==> config.mk <==
export PLATFORM = sky130hd
export DESIGN_NAME = mavg_ctrl
export DESIGN_NICKNAME = d
export VERILOG_FILES = /design/src/rtl/mavg_ctrl.sv
export SDC_FILE = /design/constraint.sdc
export NUM_CORES = 1
export LEC_CHECK = 0
export BUFFER_PORTS_ARGS = -buffer_cell sky130_fd_sc_hd__buf_2
export CAP_MARGIN = 20
export CORE_ASPECT_RATIO = 0.8
export CORE_UTILIZATION = 45
export CTS_CLUSTER_DIAMETER = 100
export DETAILED_ROUTE_END_ITERATION = 7
export GPL_ROUTABILITY_DRIVEN = 0
export PLACE_DENSITY = 0.7
export SETUP_SLACK_MARGIN = 0.2
export SKIP_LAST_GASP = 1
export SYNTH_ARGS = -nofsm -noshare
export SYNTH_HDL_FRONTEND = slang
export SYNTH_SLANG_ARGS = --single-unit
==> constraint.sdc <==
create_clock -name clk -period 2.5 [get_ports clk]
set_clock_uncertainty 0.2 [all_clocks]
set_input_delay 0.25 -clock clk [delete_from_list [all_inputs] [get_ports clk]]
set_output_delay 0.25 -clock clk [all_outputs]
set_load 0.005 [all_outputs]
==> src/rtl/mavg_ctrl.sv <==
// Round-robin sample scheduler and start/stop/flush sequencer for the shared moving-average lane.
// Optional slot pacing via a grant-period down-counter when MAVG_CTRL_PERIOD_EN is defined.
module mavg_ctrl #(
    parameter int WINDOW_SIZE = 4
) (
    input  logic       clk,
    input  logic       rst_n,
    input  logic       ena,
    input  logic       start,
    input  logic       stop,
    input  logic       flush,
    input  logic [7:0] period,
    input  logic [2:0] ch_valid,
    input  logic [5:0] ch_data,
    output logic [2:0] ch_ready,
    output logic       dp_load,
    output logic [1:0] dp_ch,
    output logic [1:0] dp_data,
    output logic       dp_clr,
    output logic [2:0] win_full,
    output logic       busy
);

    typedef enum logic [1:0] {IDLE, RUN, FLUSH} state_t;

    localparam logic [3:0] WIN = 4'(WINDOW_SIZE);

    state_t          state, state_nx;
    logic [1:0]      last;
    logic [2:0][3:0] fill, fill_nx;
    logic            tick, gnt_en, hs;
    logic [1:0]      gnt_ch;
    logic [1:0]      ord0, ord1, ord2;

`ifdef MAVG_CTRL_PERIOD_EN
    logic [7:0] per_cnt;
    assign tick = (per_cnt == 8'd0);
`else
    logic unused_period;
    assign unused_period = ^period;
    assign tick = 1'b1;
`endif

    always_comb begin
        state_nx = state;
        if (ena) begin
            if (flush) state_nx = FLUSH;
            else begin
                case (state)
                    FLUSH:   state_nx = IDLE;
                    RUN:     if (stop)  state_nx = IDLE;
                    IDLE:    if (start) state_nx = RUN;
                    default: state_nx = IDLE;
                endcase
            end
        end
    end

    // Search order starts one past the last granted channel.
    always_comb begin
        case (last)
            2'd0:    begin ord0 = 2'd1; ord1 = 2'd2; ord2 = 2'd0; end
            2'd1:    begin ord0 = 2'd2; ord1 = 2'd0; ord2 = 2'd1; end
            default: begin ord0 = 2'd0; ord1 = 2'd1; ord2 = 2'd2; end
        endcase
    end

    assign gnt_en = ena && (state == RUN) && !flush && !stop && tick;

    always_comb begin
        ch_ready = 3'b000;
        gnt_ch   = 2'd0;
        if (gnt_en) begin
            if (ch_valid[ord0])      begin ch_ready[ord0] = 1'b1; gnt_ch = ord0; end
            else if (ch_valid[ord1]) begin ch_ready[ord1] = 1'b1; gnt_ch = ord1; end
            else if (ch_valid[ord2]) begin ch_ready[ord2] = 1'b1; gnt_ch = ord2; end
        end
    end

    assign hs = |(ch_ready & ch_valid);

    always_comb begin
        fill_nx = fill;
        for (int i = 0; i < 3; i++)
            if (ch_ready[i] && ch_valid[i] && fill[i] != WIN)
                fill_nx[i] = fill[i] + 4'd1;
    end

    always_ff @(posedge clk or negedge rst_n) begin
        if (!rst_n) begin
            state    <= IDLE;
            last     <= 2'd2;
            fill     <= '0;
            dp_load  <= 1'b0;
            dp_ch    <= 2'd0;
            dp_data  <= 2'd0;
            dp_clr   <= 1'b0;
            win_full <= 3'b000;
            busy     <= 1'b0;
        end else if (ena) begin
            state   <= state_nx;
            busy    <= (state_nx != IDLE);
            dp_load <= hs;
            dp_clr  <= flush;
            if (hs) begin
                dp_ch   <= gnt_ch;
                dp_data <= ch_data[{gnt_ch, 1'b0} +: 2];
            end
            if (flush) begin
                last     <= 2'd2;
                fill     <= '0;
                win_full <= 3'b000;
            end else begin
                if (hs) last <= gnt_ch;
                fill <= fill_nx;
                for (int i = 0; i < 3; i++)
                    win_full[i] <= (fill_nx[i] == WIN);
            end
        end else begin
            dp_load <= 1'b0;
            dp_clr  <= 1'b0;
        end
    end

`ifdef MAVG_CTRL_PERIOD_EN
    // Counter sits at zero outside RUN so the first grant after start is immediate.
    always_ff @(posedge clk or negedge rst_n) begin
        if (!rst_n)
            per_cnt <= 8'd0;
        else if (ena) begin
            if (state_nx != RUN || flush) per_cnt <= 8'd0;
            else if (hs)                  per_cnt <= period;
            else if (per_cnt != 8'd0)     per_cnt <= per_cnt - 8'd1;
        end
    end
`endif

endmodule
==> impl_metrics.csv, run 1 <==
group,metric,value,unit
power,p_leak,0.899,nW
clocking,cts_tree,"done",
sta,drv_slew,0,
critical_path,slowest_delay,480,ps
detailed_routing,post_drt_via_cell_ratio,5.80,
clocking,clock_latency,280,ps
critical_path,crit_chain,"or3_4 -> a311oi_4 -> mux2_1 -> a32o_2",
sta,worstMarginPinSlew,785,ps
floorplanning,fp.dieH,54.3,um
outcome,status,"complete, but fails checks",
sta,period_share,89.4,%
detailed_routing,drt_wl_total,3.52,mm
outcome,violations,"design-rule violations",
floorplanning,start_util,48.5,%
detailed_routing,wl_per_cell,15.5,um
critical_path,critPathKind,"reg2reg",
placement,io_buffer_count,27,
run,maxCapViolations,0,
critical_path,end_kind,"flip-flop",
sta,clock.fmax,448,MHz
layout,antennaDiodeCount,0,
synth,syn-num-nets,185,
synth,synth_area,1540,sq um
critical_path,worstPathArrival,2210,ps
sta,min_period,2230,ps
synth,yosysSeqAreaShare,42.4,%
global_route,track_usage,21.7,%
global_route,gr-total-overflow,0,
detailed_routing,num_vias,1316,
detailed_routing,drtPass1Iterations,8,
power,irDropWorstVdd,468,uV
layout,instances_no_fill,227,
detailed_routing,ant_nets,0,
placement,place_inst,222,
min_path,min_from,"ch_data[4]",
placement,dp_hpwl,2.63,mm
synth,ys_ff_latch,26,
power,p_per_area,592,nW/um^2
synth,synthTopCellsByArea,"dfrtp_1 41%, ha_1 4.9%, inv_1 4.1%, mux2i_1 3.3%, nor2_1 2.9%",
min_path,hold_class,"in2reg",
global_route,grt_pass1_vias,1235,
power,total_power,1.07,mW
global_route,grt_antenna_before_repair,0,
sta,setup_violations,0,
floorplanning,rows,18,
detailed_routing,initialDrtViolationCount,77,
floorplanning,core,3180,sq um
synth,ys_types,49,
synth,synth_top_flop_cell,"dfrtp_1",
layout,fin_nets,217,
sta,hold_violations,0,
synth,synth_async_sr_flop_share,100,%
layout,drive_above_1_share,25.1,%
global_route,grt_pass1_wl,5.68,mm
critical_path,startpoint,"state[1]$_DFFE_PN0P_",
sta,grt_setup_unrepaired,"no",
clocking,cts_buffers,3,
layout,syn2layout_area_growth,17.6,%
synth,avgSynthCellArea,9.87,sq um
sta,slew_headroom,47.2,%
critical_path,required,2470,ps
floorplanning,die-area,3660,sq um
detailed_routing,remaining_drc_errors,1,
synth,synth_edf_count,0,
global_route,grt_max_degree,27,
synth,synth_top_area_share,40.7,%
critical_path,cp-start-kind,"flip-flop",
clocking,clockBufferDepth,2,
synth,yosysTopAreaCell,"dfrtp_1",
critical_path,timing.rr.start,"state[1]$_DFFE_PN0P_",
critical_path,slowest_stage,"dfrtp_2",
clocking,ctsRootBufferMaster,"clkbuf_8",
clocking,cts_sinks,26,
floorplanning,io_pins,36,
synth,synthCells,156,
critical_path,cp_max_fo,7,
floorplanning,die_x,67.4,um
clocking,clk_pin_slew,90,ps
clocking,htree_num_levels,1,
synth,synth_warnings,0,
layout,fillCellCount,276,
sta,finalSetupTns,0,ps
where the power goes:
part	total [mW]	leakage (nW)	internal, mW	switching (mW)
Clock	0.351	0.0357	0.215	0.137
Combinational	0.221	0.517	0.101	0.120
Sequential	0.499	0.346	0.459	0.0402
per-layer routing:
layer / part of all wire, % / up-vias / global-route usage, % / wire length, um
met5: 0 / - / 0 / 0
met4: 0.60 / 0 / 5.67 / 21
met3: 6.8 / 4 / 5.83 / 238
met2: 43 / 53 / 34.8 / 1510
met1: 50 / 633 / 29.1 / 1750
li1: - / 626 / - / -
cells in the final DEF (no fill, tap or decap), types with 4 or more instances in the layout:
cell type	n
a21o_1	4
a31oi_1	4
buf_2	27
buf_4	4
dfrtp_1	24
ha_1	6
inv_1	17
mux2i_1	5
nand2_1	7
nor2_1	12
o21ai_0	6
o22ai_1	6
synth_stat cells, drive strengths merged, types with 2 or more instances:
cell and instances:
nand2b 4, nand3 3, mux2i 5, a21boi 3
a22o 3, a31oi 4, or3 2, o2bb2ai 2
nor3 3, o32ai 2, buf 3, a21oi 2
nand4 3, a21o 4, o22ai 6, a311oi 2
xnor2 3, clkbuf 2, nor2 13, a211oi 2
and3 3, dfrtp 25, inv 17, ha 6
nor2b 2, mux2 2, nand2 7, o21ai 6
o31ai 3
cells by family after synthesis:
family	after synthesis	synth area share, %
buf+inv	22	6.42
flops	26	42.4
fa+ha+maj	6	4.88
mux	7	4.72
simple gates	46	17.2
xor+xnor	4	2.28
compound gates	45	22.2
flip-flops by register name, indices dropped and copies added (netlist names):
signal    count
dp_ch         2
state         2
win_full      3
dp_load       1
dp_data       2
last          2
fill         12
busy          1
dp_clr        1
worst max-delay path, delay by kind of cell, from the launching register on:
family | cells | cell delay (ps)
AND/OR/NAND/NOR | 1 | 450
multiplexers | 1 | 370
AO/OA/AOI/OAI | 2 | 630
flip-flops | 1 | 480
per-stage QoR:
step / setup slack [ps] / utilization [%] / hold WS, ps / area [sq um]
floorplan: 249 / - / -246 / 1540
global placement: 302 / 54.1 / 76.6 / 1720
detailed placement: 281 / 54.1 / 95.4 / 1720
CTS: 269 / 56.7 / 115 / 1800
global route: 212 / 57.0 / 108 / 1810
finish: 265 / 57.0 / 113 / 1810
final cells by class:
type | instances | area (sq um) | share of cell area [%]
Inverter | 17 | 63.8 | 3.52
Tap cell | 40 | 50.0 | 2.76
Clock inverter | 1 | 30.0 | 1.66
Sequential cell | 26 | 653 | 36.1
Clock buffer | 3 | 41.3 | 2.28
Timing Repair Buffer | 32 | 175 | 9.68
Multi-Input combinational cell | 108 | 797 | 44.0
path summary, 6_finish.rpt:
kind	end	slack, ps	cells past startpoint
worst max-delay path	win_full[2]$_DFFE_PN0P_	270	4
worst min-delay path	dp_data[0]$_DFFE_PN0P_	110	3
worst max register to register	win_full[2]$_DFFE_PN0P_	270	4
worst min register to register	dp_ch[1]$_DFFE_PN0P_	270	1
max in group asynchronous	state[1]$_DFFE_PN0P_	1390	2
min in group asynchronous	fill[0]$_DFFE_PN0P_	300	2
what timing repair did:
item | 4_1_cts | 5_1_grt
hold endpoints to repair | 25 | 0
hold buffers | 1 | 0
resized for setup | 0 | 2
buffers inserted | 0 | 0
endpoints found under the setup margin | 0 | 2
Power figures use the tool's default switching activity.
==> inputs of run 2 (changes only) <==
MAX_ROUTING_LAYER = met4   (was default)
==> impl_metrics.csv, run 2 (synthesized netlist as in run 1, its figures left out) <==
group,metric,value,unit
sta,period_share,89.4,%
run,maxCapViolations,0,
clocking,clock_latency,280,ps
clocking,ctsRootBufferMaster,"clkbuf_8",
floorplanning,die_x,67.4,um
min_path,hold_class,"in2reg",
layout,final_cell_mix,"27 x buf_2, 24 x dfrtp_1, 17 x inv_1",
critical_path,required,2470,ps
clocking,clockBufferDepth,2,
critical_path,crit_chain,"or3_4 -> a311oi_4 -> mux2_1 -> a32o_2",
global_route,gr-total-overflow,0,
sta,setup_violations,0,
detailed_routing,ant_nets,0,
layout,instances_no_fill,227,
clocking,htree_num_levels,1,
power,p_leak,0.899,nW
layout,drive_above_1_share,25.1,%
sta,drv_slew,0,
detailed_routing,remaining_drc_errors,0,
sta,clock.fmax,448,MHz
global_route,grt_antenna_before_repair,0,
layout,regMostFlops,"fill",
outcome,status,"completed",
sta,hold_violations,0,
power,total_power,1.07,mW
detailed_routing,post_drt_via_cell_ratio,5.74,
layout,largest_reg_flops,12,
detailed_routing,num_vias,1302,
floorplanning,rows,18,
global_route,grt_max_degree,27,
critical_path,slowest_delay,480,ps
power,p_per_area,591,nW/um^2
layout,antennaDiodeCount,0,
power,irDropWorstVdd,468,uV
layout,reg_top3,"fill (12), win_full (3)",
global_route,grt_pass1_vias,1231,
layout,fin_nets,217,
floorplanning,start_util,48.5,%
clocking,clk_pin_slew,90,ps
detailed_routing,wl_per_cell,15.3,um
critical_path,critical_path.top_delay_family,"compound AO/OA/AOI/OAI gates",
floorplanning,fp.dieH,54.3,um
global_route,track_usage,22.4,%
clocking,postCtsSetupRepairBufs,0,
floorplanning,io_pins,36,
sta,grt_setup_unrepaired,"no",
critical_path,critPathKind,"reg2reg",
floorplanning,core,3180,sq um
placement,place_inst,222,
placement,io_buffer_count,27,
detailed_routing,drtPass1Iterations,7,
layout,syn2layout_area_growth,17.6,%
global_route,grt_pass1_wl,5.69,mm
layout,final_common_cell,"buf_2",
critical_path,crit_buf_inv,0,
critical_path,slowest_stage,"dfrtp_2",
clocking,cts_buffers,3,
critical_path,cp_max_fo,7,
layout,multi_input_area,797,sq um
layout,fillCellCount,276,
detailed_routing,drt_wl_total,3.48,mm
sta,finalSetupTns,0,ps
layout,seqCellArea,653,sq um
placement,dp_hpwl,2.63,mm
critical_path,worstPathArrival,2210,ps
sta,worstMarginPinSlew,785,ps
critical_path,end_kind,"flip-flop",
clocking,cts_sinks,26,
sta,slew_headroom,47.3,%
detailed_routing,initialDrtViolationCount,78,
floorplanning,die-area,3660,sq um
clocking,cts_tree,"done",
sta,min_period,2230,ps
critical_path,cp-start-kind,"flip-flop",
-- run 2: cell counts in the layout (fill, tap and decap cells not counted) --
Identical to the previous run, type by type.
-- run 2: path summary, 6_finish.rpt --
kind | start | to | slack [ps] | cells after the start
max reg2reg | state[1]$_DFFE_PN0P_ | win_full[2]$_DFFE_PN0P_ | 270 | 4
min reg2reg | dp_ch[1]$_DFFE_PN0P_ | dp_ch[1]$_DFFE_PN0P_ | 280 | 1
min | ch_data[4] | dp_data[0]$_DFFE_PN0P_ | 110 | 3
max | state[1]$_DFFE_PN0P_ | win_full[2]$_DFFE_PN0P_ | 270 | 4
min in group asynchronous | rst_n | fill[0]$_DFFE_PN0P_ | 300 | 2
max in group asynchronous | rst_n | state[1]$_DFFE_PN0P_ | 1390 | 2
-- run 2: what timing repair did --
action                     CTS  global route
resized for setup            0             2
hold endpoints to repair    25             0
setup endpoints to repair    0             2
hold buffers                 1             0
-- run 2: layer usage --
layer | global-route usage [%] | vias up | part of all wire [%]
li1 | - | 629 | -
met1 | 29.1 | 619 | 50
met2 | 34.8 | 50 | 42
met3 | 5.83 | 4 | 6.9
met4 | 5.67 | 0 | 0.60
met5 | - | - | 0
-- run 2: metrics by stage --
stage                     hold slack, ps  instance area (sq um)  util (%)  setup WS (ps)
after floorplan                     -246                   1540         -            249
after CTS                            115                   1800      56.7            269
after global placement              76.6                   1720      54.1            302
after detailed placement            95.4                   1720      54.1            281
after global routing                 108                   1810      57.0            212
final                                111                   1810      57.0            266
-- run 2: area by class of cell --
cell class	instances	area share, %
Clock inverter	1	1.66
Clock buffer	3	2.28
Sequential cell	26	36.1
Tap cell	40	2.76
Inverter	17	3.52
Multi-Input combinational cell	108	44.0
Timing Repair Buffer	32	9.68
-- run 2: worst reg2reg max path, delay by kind of cell, from the launching register on --
kind | cells | cell delay [ps]
muxes | 1 | 370
DFF | 1 | 480
AOI/OAI and AO/OA | 2 | 630
and+or+nand+nor | 1 | 460
-- run 2: power by group --
| part | total [mW] | leakage (nW) | switching [mW] | internal [mW] |
|---|---|---|---|---|
| Clock | 0.352 | 0.0357 | 0.137 | 0.215 |
| Combinational | 0.220 | 0.517 | 0.119 | 0.100 |
| Sequential | 0.499 | 0.346 | 0.0403 | 0.459 |
| Total | 1.07 | 0.899 | 0.297 | 0.774 |
